<file path="config.mk">
export PLATFORM = sky130hd
export DESIGN_NAME = hazard_ctrl
export DESIGN_NICKNAME = d
export VERILOG_FILES = /design/src/rtl/hazard_ctrl.sv
export SDC_FILE = /design/constraint.sdc
export NUM_CORES = 1
export LEC_CHECK = 0
export ABC_AREA = 1
export CORE_AREA = 2 2 97 99
export CTS_BUF_LIST = sky130_fd_sc_hd__clkbuf_2 sky130_fd_sc_hd__clkbuf_4 sky130_fd_sc_hd__clkbuf_8
export DETAILED_ROUTE_END_ITERATION = 10
export DIE_AREA = 0 0 99 101
export PLACE_DENSITY = 0.61
export SYNTH_ARGS = -nofsm -noshare
export SYNTH_HDL_FRONTEND = slang
export SYNTH_SLANG_ARGS = --single-unit
</file>
<file path="constraint.sdc">
create_clock -name CLK -period 3.25 [get_ports CLK]
set_input_delay 0.4875 -clock CLK [delete_from_list [all_inputs] [get_ports CLK]]
set_output_delay 0.4875 -clock CLK [all_outputs]
set_load 0.01 [all_outputs]
</file>
<file path="src/rtl/hazard_ctrl.sv">
// ---------------------------------------------------------------------------
// hazard_ctrl
//
// Hazard controller for a 5-stage RV32I pipeline (IF, DI, EX, ME, WB).
// Keeps a shadow scoreboard of the destination registers that currently sit
// in the EX, ME and WB slots. From that scoreboard it generates:
//   - load-use stalls (PC / IF-DI hold plus a bubble into DI/EX),
//   - taken-branch flushes (branch resolved in ME, 3-cycle penalty),
//   - EX-stage operand forwarding selects,
//   - DI-stage write-back bypass selects,
//   - saturating stall / flush event counters for performance debug.
//
// Ports:
//   CLK          clock, all state updates on the rising edge
//   RESET_N      synchronous active-low reset
//   ID_RS1/RS2   source register fields of the instruction in DI
//   ID_USE_RS1/2 DI instruction actually reads rs1 / rs2
//   ID_RD        destination register field of the DI instruction
//   ID_REGWRITE  DI instruction writes the register bank
//   ID_MEMREAD   DI instruction is a load
//   BRANCH_TAKEN branch taken, resolved in ME
//   CNT_CLR      synchronous clear of both event counters
//   PC_EN        PC update enable
//   IFID_EN      IF/DI register load enable
//   IFID_FLUSH   load NOP into IF/DI
//   IDEX_FLUSH   bubble into DI/EX
//   EXME_FLUSH   bubble into EX/ME
//   FWD_A/FWD_B  ALU operand source: 00 DI/EX, 01 EX/ME ALU result, 10 WB mux
//   FWD_ID_A/B   DI read data taken from the WB mux output
//   STALL_CNT    saturating count of load-use stall cycles
//   FLUSH_CNT    saturating count of taken-branch flush cycles
// ---------------------------------------------------------------------------
module hazard_ctrl #(
  parameter int REG_W = 5,
  parameter int CNT_W = 16
) (
  input  logic             CLK,
  input  logic             RESET_N,
  input  logic [REG_W-1:0] ID_RS1,
  input  logic [REG_W-1:0] ID_RS2,
  input  logic             ID_USE_RS1,
  input  logic             ID_USE_RS2,
  input  logic [REG_W-1:0] ID_RD,
  input  logic             ID_REGWRITE,
  input  logic             ID_MEMREAD,
  input  logic             BRANCH_TAKEN,
  input  logic             CNT_CLR,
  output logic             PC_EN,
  output logic             IFID_EN,
  output logic             IFID_FLUSH,
  output logic             IDEX_FLUSH,
  output logic             EXME_FLUSH,
  output logic [1:0]       FWD_A,
  output logic [1:0]       FWD_B,
  output logic             FWD_ID_A,
  output logic             FWD_ID_B,
  output logic [CNT_W-1:0] STALL_CNT,
  output logic [CNT_W-1:0] FLUSH_CNT
);

  // Forwarding source encoding shared by FWD_A and FWD_B.
  typedef enum logic [1:0] {
    FWD_SRC_REG  = 2'b00,
    FWD_SRC_EXME = 2'b01,
    FWD_SRC_WB   = 2'b10
  } fwd_src_e;

  // Destination information tracked for every in-flight instruction.
  typedef struct packed {
    logic [REG_W-1:0] rd;
    logic             regwrite;
    logic             memread;
  } dest_t;

  localparam dest_t BUBBLE = '{rd: '0, regwrite: 1'b0, memread: 1'b0};

  dest_t            ex_slot;
  dest_t            me_slot;
  dest_t            wb_slot;
  dest_t            id_dest;

  // Source registers of the EX instruction. An unused source is stored as
  // x0 so that it can never trigger a forward.
  logic [REG_W-1:0] ex_rs1;
  logic [REG_W-1:0] ex_rs2;
  logic [REG_W-1:0] id_rs1_used;
  logic [REG_W-1:0] id_rs2_used;

  logic             load_use;
  logic             stall;
  logic             flush;

  // x0 is hard-wired to zero, so a write to it never produces a dependency.
  function automatic logic reg_match(input dest_t slot, input logic [REG_W-1:0] rs);
    return slot.regwrite && (slot.rd == rs) && (rs != '0);
  endfunction

  // ME carries the newest value, so it wins over WB. A load in ME has no
  // data yet; the stall keeps that case from arising, so it simply falls
  // through to the WB check.
  function automatic fwd_src_e ex_fwd_sel(input dest_t me, input dest_t wb,
                                          input logic [REG_W-1:0] rs);
    if (reg_match(me, rs) && !me.memread) begin
      return FWD_SRC_EXME;
    end else if (reg_match(wb, rs)) begin
      return FWD_SRC_WB;
    end else begin
      return FWD_SRC_REG;
    end
  endfunction

  function automatic logic [CNT_W-1:0] sat_inc(input logic [CNT_W-1:0] value);
    if (value == '1) begin
      return value;
    end else begin
      return value + CNT_W'(1);
    end
  endfunction

  assign id_dest.rd       = ID_RD;
  assign id_dest.regwrite = ID_REGWRITE;
  assign id_dest.memread  = ID_MEMREAD;
  assign id_rs1_used      = ID_USE_RS1 ? ID_RS1 : '0;
  assign id_rs2_used      = ID_USE_RS2 ? ID_RS2 : '0;

  // A load in EX whose result is needed by the DI instruction costs one
  // cycle. A taken branch squashes the younger stalling instruction anyway,
  // so the flush suppresses the stall.
  assign load_use = ex_slot.memread &&
                    ((ID_USE_RS1 && reg_match(ex_slot, ID_RS1)) ||
                     (ID_USE_RS2 && reg_match(ex_slot, ID_RS2)));
  assign flush    = BRANCH_TAKEN;
  assign stall    = load_use && !flush;

  always_comb begin
    PC_EN      = 1'b1;
    IFID_EN    = 1'b1;
    IFID_FLUSH = 1'b0;
    IDEX_FLUSH = 1'b0;
    EXME_FLUSH = 1'b0;
    if (flush) begin
      IFID_FLUSH = 1'b1;
      IDEX_FLUSH = 1'b1;
      EXME_FLUSH = 1'b1;
    end else if (stall) begin
      PC_EN      = 1'b0;
      IFID_EN    = 1'b0;
      IDEX_FLUSH = 1'b1;
    end
  end

  always_comb begin
    FWD_A    = ex_fwd_sel(me_slot, wb_slot, ex_rs1);
    FWD_B    = ex_fwd_sel(me_slot, wb_slot, ex_rs2);
    // Register bank writes and reads in the same cycle; bypass the WB value.
    FWD_ID_A = ID_USE_RS1 && reg_match(wb_slot, ID_RS1);
    FWD_ID_B = ID_USE_RS2 && reg_match(wb_slot, ID_RS2);
  end

  // Scoreboard shifts along with the pipeline registers. Flushed or stalled
  // positions become bubbles so they cannot cause forwards or stalls later.
  always_ff @(posedge CLK) begin
    if (!RESET_N) begin
      ex_slot <= BUBBLE;
      me_slot <= BUBBLE;
      wb_slot <= BUBBLE;
      ex_rs1  <= '0;
      ex_rs2  <= '0;
    end else begin
      wb_slot <= me_slot;
      me_slot <= flush ? BUBBLE : ex_slot;
      if (flush || stall) begin
        ex_slot <= BUBBLE;
        ex_rs1  <= '0;
        ex_rs2  <= '0;
      end else begin
        ex_slot <= id_dest;
        ex_rs1  <= id_rs1_used;
        ex_rs2  <= id_rs2_used;
      end
    end
  end

  // Clear wins over a same-cycle event; counts stick at all-ones.
  always_ff @(posedge CLK) begin
    if (!RESET_N || CNT_CLR) begin
      STALL_CNT <= '0;
      FLUSH_CNT <= '0;
    end else begin
      if (stall) begin
        STALL_CNT <= sat_inc(STALL_CNT);
      end
      if (flush) begin
        FLUSH_CNT <= sat_inc(FLUSH_CNT);
      end
    end
  end

endmodule

</file>
==> results of run 1 <==
-- placed cells by master, fill, tap and decap left out, drive strengths merged, types with 7 or more instances in the layout --
| cell | instances |
|---|---|
| o21ai | 9 |
| clkbuf | 11 |
| nor2 | 68 |
| nand4 | 9 |
| inv | 78 |
| a21oi | 33 |
| xnor2 | 13 |
| o22ai | 7 |
| nor4 | 8 |
| nor3 | 10 |
| xor2 | 17 |
| clkdlybuf4s50 | 65 |
| nand2 | 139 |
| dfxtp | 62 |
| nand3 | 24 |
-- cells by family (layout without fill, tap and decap cells) --
kind of cell    Yosys count  count (layout)  synth area share
simple gates            259             259             0.338
flops                    62              62             0.371
buf+inv                  88             160             0.106
compound gates           54              54            0.0991
fa+ha+maj                 2               2           0.00748
xor+xnor                 30              30            0.0786
-- worst reg2reg max path, stage by stage, from the launching register on --
cell,delay [ps]
dfxtp_1,430
ha_1,310
nand2_1,80
nor2_1,280
nand3_1,180
nand4_2,340
nand2_1,90
a21oi_1,160
-- final timing paths --
kind	end	from	slack, ps
worst min-delay path	wb_slot[1]	me_slot[1]	430
worst min register to register	wb_slot[1]	me_slot[1]	430
worst max register to register	STALL_CNT[12]	STALL_CNT[0]	1300
worst max-delay path	FWD_ID_A	ID_RS1[0]	480
-- sequential cells by signal, summed over array words and instances (netlist names) --
signal,cells
FLUSH_CNT,16
STALL_CNT,16
ex_rs1,5
ex_rs2,5
ex_slot,7
me_slot,7
wb_slot,6
-- where the power goes --
part / total, mW / internal (mW) / leakage, nW / switching [mW]
sequential: 0.780 / 0.770 / 0.502 / 0.0100
clock: 0.671 / 0.377 / 0.0986 / 0.294
combinational: 0.120 / 0.0536 / 1.04 / 0.0664
-- layer usage --
layer,up-vias,GRT usage
li1,1692,-
met2,77,0.304
met4,0,0.0811
met1,1500,0.224
met3,19,0.0326
met5,-,0
-- layout make-up --
class / count / area share
sequential: 62 / 0.290
clock buffer: 11 / 0.0339
timing repair buffer: 67 / 0.156
multi-input combinational: 345 / 0.409
tap: 111 / 0.0324
clock inverter: 4 / 0.0111
inverter: 78 / 0.0684
==> results.yml, run 1 <==
run_status:
  outcome: "finished, final reports clean"
logic_synthesis:
  synth-seq-cells: 62
  synth_cell_types: 32
  syn_inst: 495
  async_flop_share: 0
  yosysWarnings: 0
  synth-edff-count: 0
  synthTopCellsByArea: "dfxtp_1, nand2_1, inv_1, nor2_1, xor2_1"
  syn_area_mm2: 0.00334
  yosys.cell_count.top_type: "nand2_1"
  syn_nets: 520
  synth.top_cell.area_share: 0.371
  ys_seq_area_frac: 0.371
  avgSynthCellArea_um2: 6.76
  ys_top_cells_by_count: "nand2_1, inv_1, nor2_1"
  yosysTopAreaCell: "dfxtp_1"
  synth_ff_type: "dfxtp_1"
cts:
  cts_buffers: 9
  cts_setup_buffers: 0
  tritoncts: "done"
  cts_root_buf: "clkbuf_8"
  clkSlewWorstSetupHoldPaths_ps: 60
  cts.sinks: 62
  clk_latency_ps: 340
  ctsHoldBuffers: 0
  clockBufferDepth: 2
  htreeDepth: 3
  ctsResizeCount: 0
sta:
  hold_ws_ps: 427
  fin_setup_tns_ps: 0
  tightest_slew_ps: 509
  fin_crit_sh: 0.854
  maxSlewViolCount: 0
  hold_viol: 0
  rsz0062_at_grt: "false"
  period_minus_slack_ps: 2770
  skew_ps: 11.5
  setup_viol: 0
  clock.fmax_ghz: 0.360
  relSlewSlack: 0.660
  layout_setup_ws_ps: 476
drt:
  avgViaCountPerCell: 4.85
  wirelength_um: 8670
  drt-pass1-iter-count: 4
  drtIter0Drc: 79
  top_layer: "met4"
  dr_wl_met3_um: 385
  drcViolationCount: 0
  wl_met2_um: 4080
  vias: 3288
  post_drt_wl_per_cell_um: 12.8
  wl_met1_um: 3980
  final_antenna_net_count: 0
pwr:
  p_leak_nw: 1.64
  ir_worst_vdd_uv: 184
  total_power_mw: 1.57
  power_density_mw_per_mm2: 367
worst_setup_path:
  critPathMaxStageDelay_ps: 600
  end_kind: "primary output"
  path_max_fanout: 5
  slowest_stage: "clkdlybuf4s50_1"
  ff2ff_path_depth: 7
  cp.arrival_ps: 2290
  cp_top_family: "buffers and inverters"
  cp.buffers_inverters: 3
  critPathLaunchType: "primary input"
  worst-setup-path-type: "in2out"
  crit_cells: 7
  cp.required_ps: 2760
  path_cells: "clkdlybuf4s50_1, inv_1, nor2_1, nor4_1, nand4_1, nor4_1, clkdlybuf4s50_1"
global_routing:
  grt.total_usage: 0.180
  grt-ovfl-total: 0
  grt_max_degree: 17
  grt_pass1_vias: 3091
  antenna_found_initial: 0
  grt_first_pass_wirelength_um: 14500
run:
  drv_cap: 0
hold_path:
  holdPathStages: 2
  hold_path_class: "reg2reg"
floorplan:
  die_w_um: 99
  die_y_um: 101
  fp-row-count: 35
  core_area_mm2: 0.00898
  io_pins: 66
  dieArea_mm2: 0.0100
  start_util: 0.373
final_layout:
  fin_util: 0.477
  nFillCells: 921
  n_antenna_cell: 0
  final_layout_size_suffix_gt1_frac: 0.0811
  area_delta_synth_final_pct: 28.0
  design_area_mm2: 0.00428
  multi_input_area_mm2: 0.00175
  final_cells: 678
  seqCellArea_mm2: 0.00124
  nNetsFinal: 588
place:
  place_congestion: 0.862
  port_buffers: 65
  dp_hpwl_um: 6620
  dp_slack_ps: 482
  dp_cells: 663
  placed_area_mm2: 0.00409
No activity file was read; power rests on OpenSTA's default activity.
==> run 2, diff against run 1 <==
==> config.mk (replaced) <==
export PLATFORM = sky130hd
export DESIGN_NAME = hazard_ctrl
export DESIGN_NICKNAME = d
export VERILOG_FILES = /design/src/rtl/hazard_ctrl.sv
export SDC_FILE = /design/constraint.sdc
export NUM_CORES = 1
export LEC_CHECK = 0
export ABC_AREA = 0
export CORE_AREA = 2 2 91 93
export CTS_BUF_LIST = sky130_fd_sc_hd__clkbuf_2 sky130_fd_sc_hd__clkbuf_4 sky130_fd_sc_hd__clkbuf_8
export DETAILED_ROUTE_END_ITERATION = 10
export DIE_AREA = 0 0 93 95
export PLACE_DENSITY = 0.62
export SYNTH_ARGS = -nofsm -noshare
export SYNTH_HDL_FRONTEND = slang
export SYNTH_SLANG_ARGS = --single-unit
==> results.yml, run 2 <==
cts:
  cts.sinks: 62
  cts_buffers: 9
  clockBufferDepth: 2
  tritoncts: "done"
  cts_root_buf: "clkbuf_8"
  clk_latency_ps: 330
  clkSlewWorstSetupHoldPaths_ps: 60
  cts_setup_buffers: 0
  ctsResizeCount: 0
  htreeDepth: 3
  ctsHoldBuffers: 0
pwr:
  switching_share: 0.234
  p_int_mw: 1.15
  ir_worst_vdd_uv: 220
  p_leak_nw: 1.36
  power_density_mw_per_mm2: 385
  clockPowerShare: 0.401
  comb_power_share: 0.077
  pwr-share-seq: 0.522
  total_power_mw: 1.50
  p_sw_mw: 0.351
sta:
  period_minus_slack_ps: 3150
  clock.fmax_ghz: 0.318
  relSlewSlack: 0.617
  rsz0062_at_grt: "false"
  maxSlewViolCount: 0
  fin_setup_tns_ps: 0
  setup_viol: 0
  hold_viol: 0
  fin_crit_sh: 0.968
  tightest_slew_ps: 575
  skew_ps: 5.11
logic_synthesis:
  yosys.cell_count.top_type: "dfxtp_1"
  yosysTopAreaCell: "dfxtp_1"
  async_flop_share: 0
  yosysWarnings: 0
  synth_ff_type: "dfxtp_1"
  synth-seq-cells: 62
  syn_area_mm2: 0.00293
  synthTopCellsByArea: "dfxtp_1, xnor2_1, xor2_1, and3_1, and2_1"
  syn_nets: 348
  ys_top_cells_by_count: "dfxtp_1, xnor2_1, and3_1, nor2_1"
  synth.top_cell.area_share: 0.424
  synth-edff-count: 0
  ys_seq_area_frac: 0.424
  avgSynthCellArea_um2: 9.07
  synth_cell_types: 37
  syn_inst: 323
global_routing:
  grt_pass1_vias: 2405
  grt_first_pass_wirelength_um: 11500
  grt-ovfl-total: 0
  grt_max_degree: 19
  grt.total_usage: 0.166
  antenna_found_initial: 0
drt:
  vias: 2511
  post_drt_wl_per_cell_um: 13.9
  drcViolationCount: 0
  final_antenna_net_count: 0
  wirelength_um: 7040
  avgViaCountPerCell: 4.97
  drtIter0Drc: 67
  drt-pass1-iter-count: 4
worst_setup_path:
  critPathMaxStageDelay_ps: 550
  critPathLaunchType: "primary input"
  path_cells: "clkdlybuf4s50_1, or4_1, o21ai_2, nor4_2, o21bai_2, nand2b_1, clkdlybuf4s50_1"
  cp.required_ps: 2760
  path_max_fanout: 3
  slowest_stage: "or4_1"
  end_kind: "primary output"
  cp.buffers_inverters: 2
  cp.arrival_ps: 2660
  worst-setup-path-type: "in2out"
  worst_path_most_repeated_cell: "clkdlybuf4s50_1"
  cp_top_family: "buffers and inverters"
place:
  port_buffers: 65
  place_congestion: 0.945
  dp_hpwl_um: 5240
  placed_area_mm2: 0.00371
  dp_cells: 489
final_layout:
  nNetsFinal: 420
  nFillCells: 757
  area_delta_synth_final_pct: 32.7
  n_antenna_cell: 0
  final_layout_size_suffix_gt1_frac: 0.0925
  mostFrequentLayoutCell: "clkdlybuf4s50_1"
  layout_common_cells: "clkdlybuf4s50_1, dfxtp_1, xnor2_1"
  top_regs: "FLUSH_CNT x16, STALL_CNT x16"
  design_area_mm2: 0.00389
  final_cells: 505
floorplan:
  io_pins: 66
  fp-row-count: 33
  start_util: 0.370
  die_y_um: 95
  core_area_mm2: 0.00793
  dieArea_mm2: 0.00884
  die_w_um: 93
run:
  drv_cap: 0
hold_path:
  hold_path_class: "reg2reg"
run_status:
  outcome: "finished, final reports clean"
## run 2: cell type report
class | instances | area [um2] | area share
clock inverters | 4 | 22.5 | 0.00579
repair buffers | 77 | 741 | 0.190
multi-input cells | 242 | 1590 | 0.409
flip-flops and latches | 62 | 1240 | 0.319
clock buffers | 12 | 153 | 0.0392
inverters | 3 | 11.3 | 0.00289
well taps | 105 | 131 | 0.0338
## run 2: cell families after synthesis
kind of cell / Yosys count / synth area share
simple gates: 146 / 0.279
fa+ha+maj: 2 / 0.00854
xor+xnor: 56 / 0.167
mux: 2 / 0.00683
flops: 62 / 0.424
compound gates: 36 / 0.0798
buf+inv: 19 / 0.0350
## run 2: worst paths after layout
kind | from | end | slack (ps) | depth (start not counted)
setup / recovery | ID_RS1[1] | IFID_EN | 100 | 7
hold / removal | me_slot[1] | wb_slot[1] | 450 | 1
setup reg to reg | STALL_CNT[10] | STALL_CNT[9] | 1050 | 7
hold reg to reg | me_slot[1] | wb_slot[1] | 450 | 1
## run 2: stage by stage
stage               setup slack, ps  hold WS, ps   util
global route                 0.0804          483  0.491
finish                          104          446  0.491
detailed placement              109          432  0.468
global placement               94.0          429  0.468
CTS                            82.4          447  0.490
floorplan                       786          421      -
## run 2: power groups by stage
| stage | Clock [mW] | Combinational (mW) | Sequential [mW] |
|---|---|---|---|
| finish | 0.600 | 0.115 | 0.781 |
| floorplan | 0 | 0.0567 | 0.794 |
| CTS | 0.617 | 0.116 | 0.781 |
| global placement | 0 | 0.114 | 0.798 |
| global route | 0.659 | 0.126 | 0.782 |
| detailed placement | 0 | 0.115 | 0.798 |
## run 2: metal layers
| layer | track usage | routed length [um] | share of wire | vias to the layer above |
|---|---|---|---|---|
| met5 | 0 | 0 | 0 | - |
| met3 | 0.0439 | 368 | 0.052 | 11 |
| li1 | - | - | - | 1275 |
| met2 | 0.263 | 3220 | 0.46 | 69 |
| met4 | 0.0674 | 148 | 0.021 | 0 |
| met1 | 0.216 | 3300 | 0.47 | 1156 |
==> run 3, diff against run 2 <==
--- a/config.mk
+++ b/config.mk
@@ -8,6 +8,7 @@
 export ABC_AREA = 0
 export CORE_AREA = 2 2 91 93
 export CTS_BUF_LIST = sky130_fd_sc_hd__clkbuf_2 sky130_fd_sc_hd__clkbuf_4 sky130_fd_sc_hd__clkbuf_8
+export CTS_CLUSTER_SIZE = 8
 export DETAILED_ROUTE_END_ITERATION = 10
 export DIE_AREA = 0 0 93 95
 export PLACE_DENSITY = 0.62
==> results of run 3 <==
The final DEF is identical to that of run 2; final timing and power are the same.
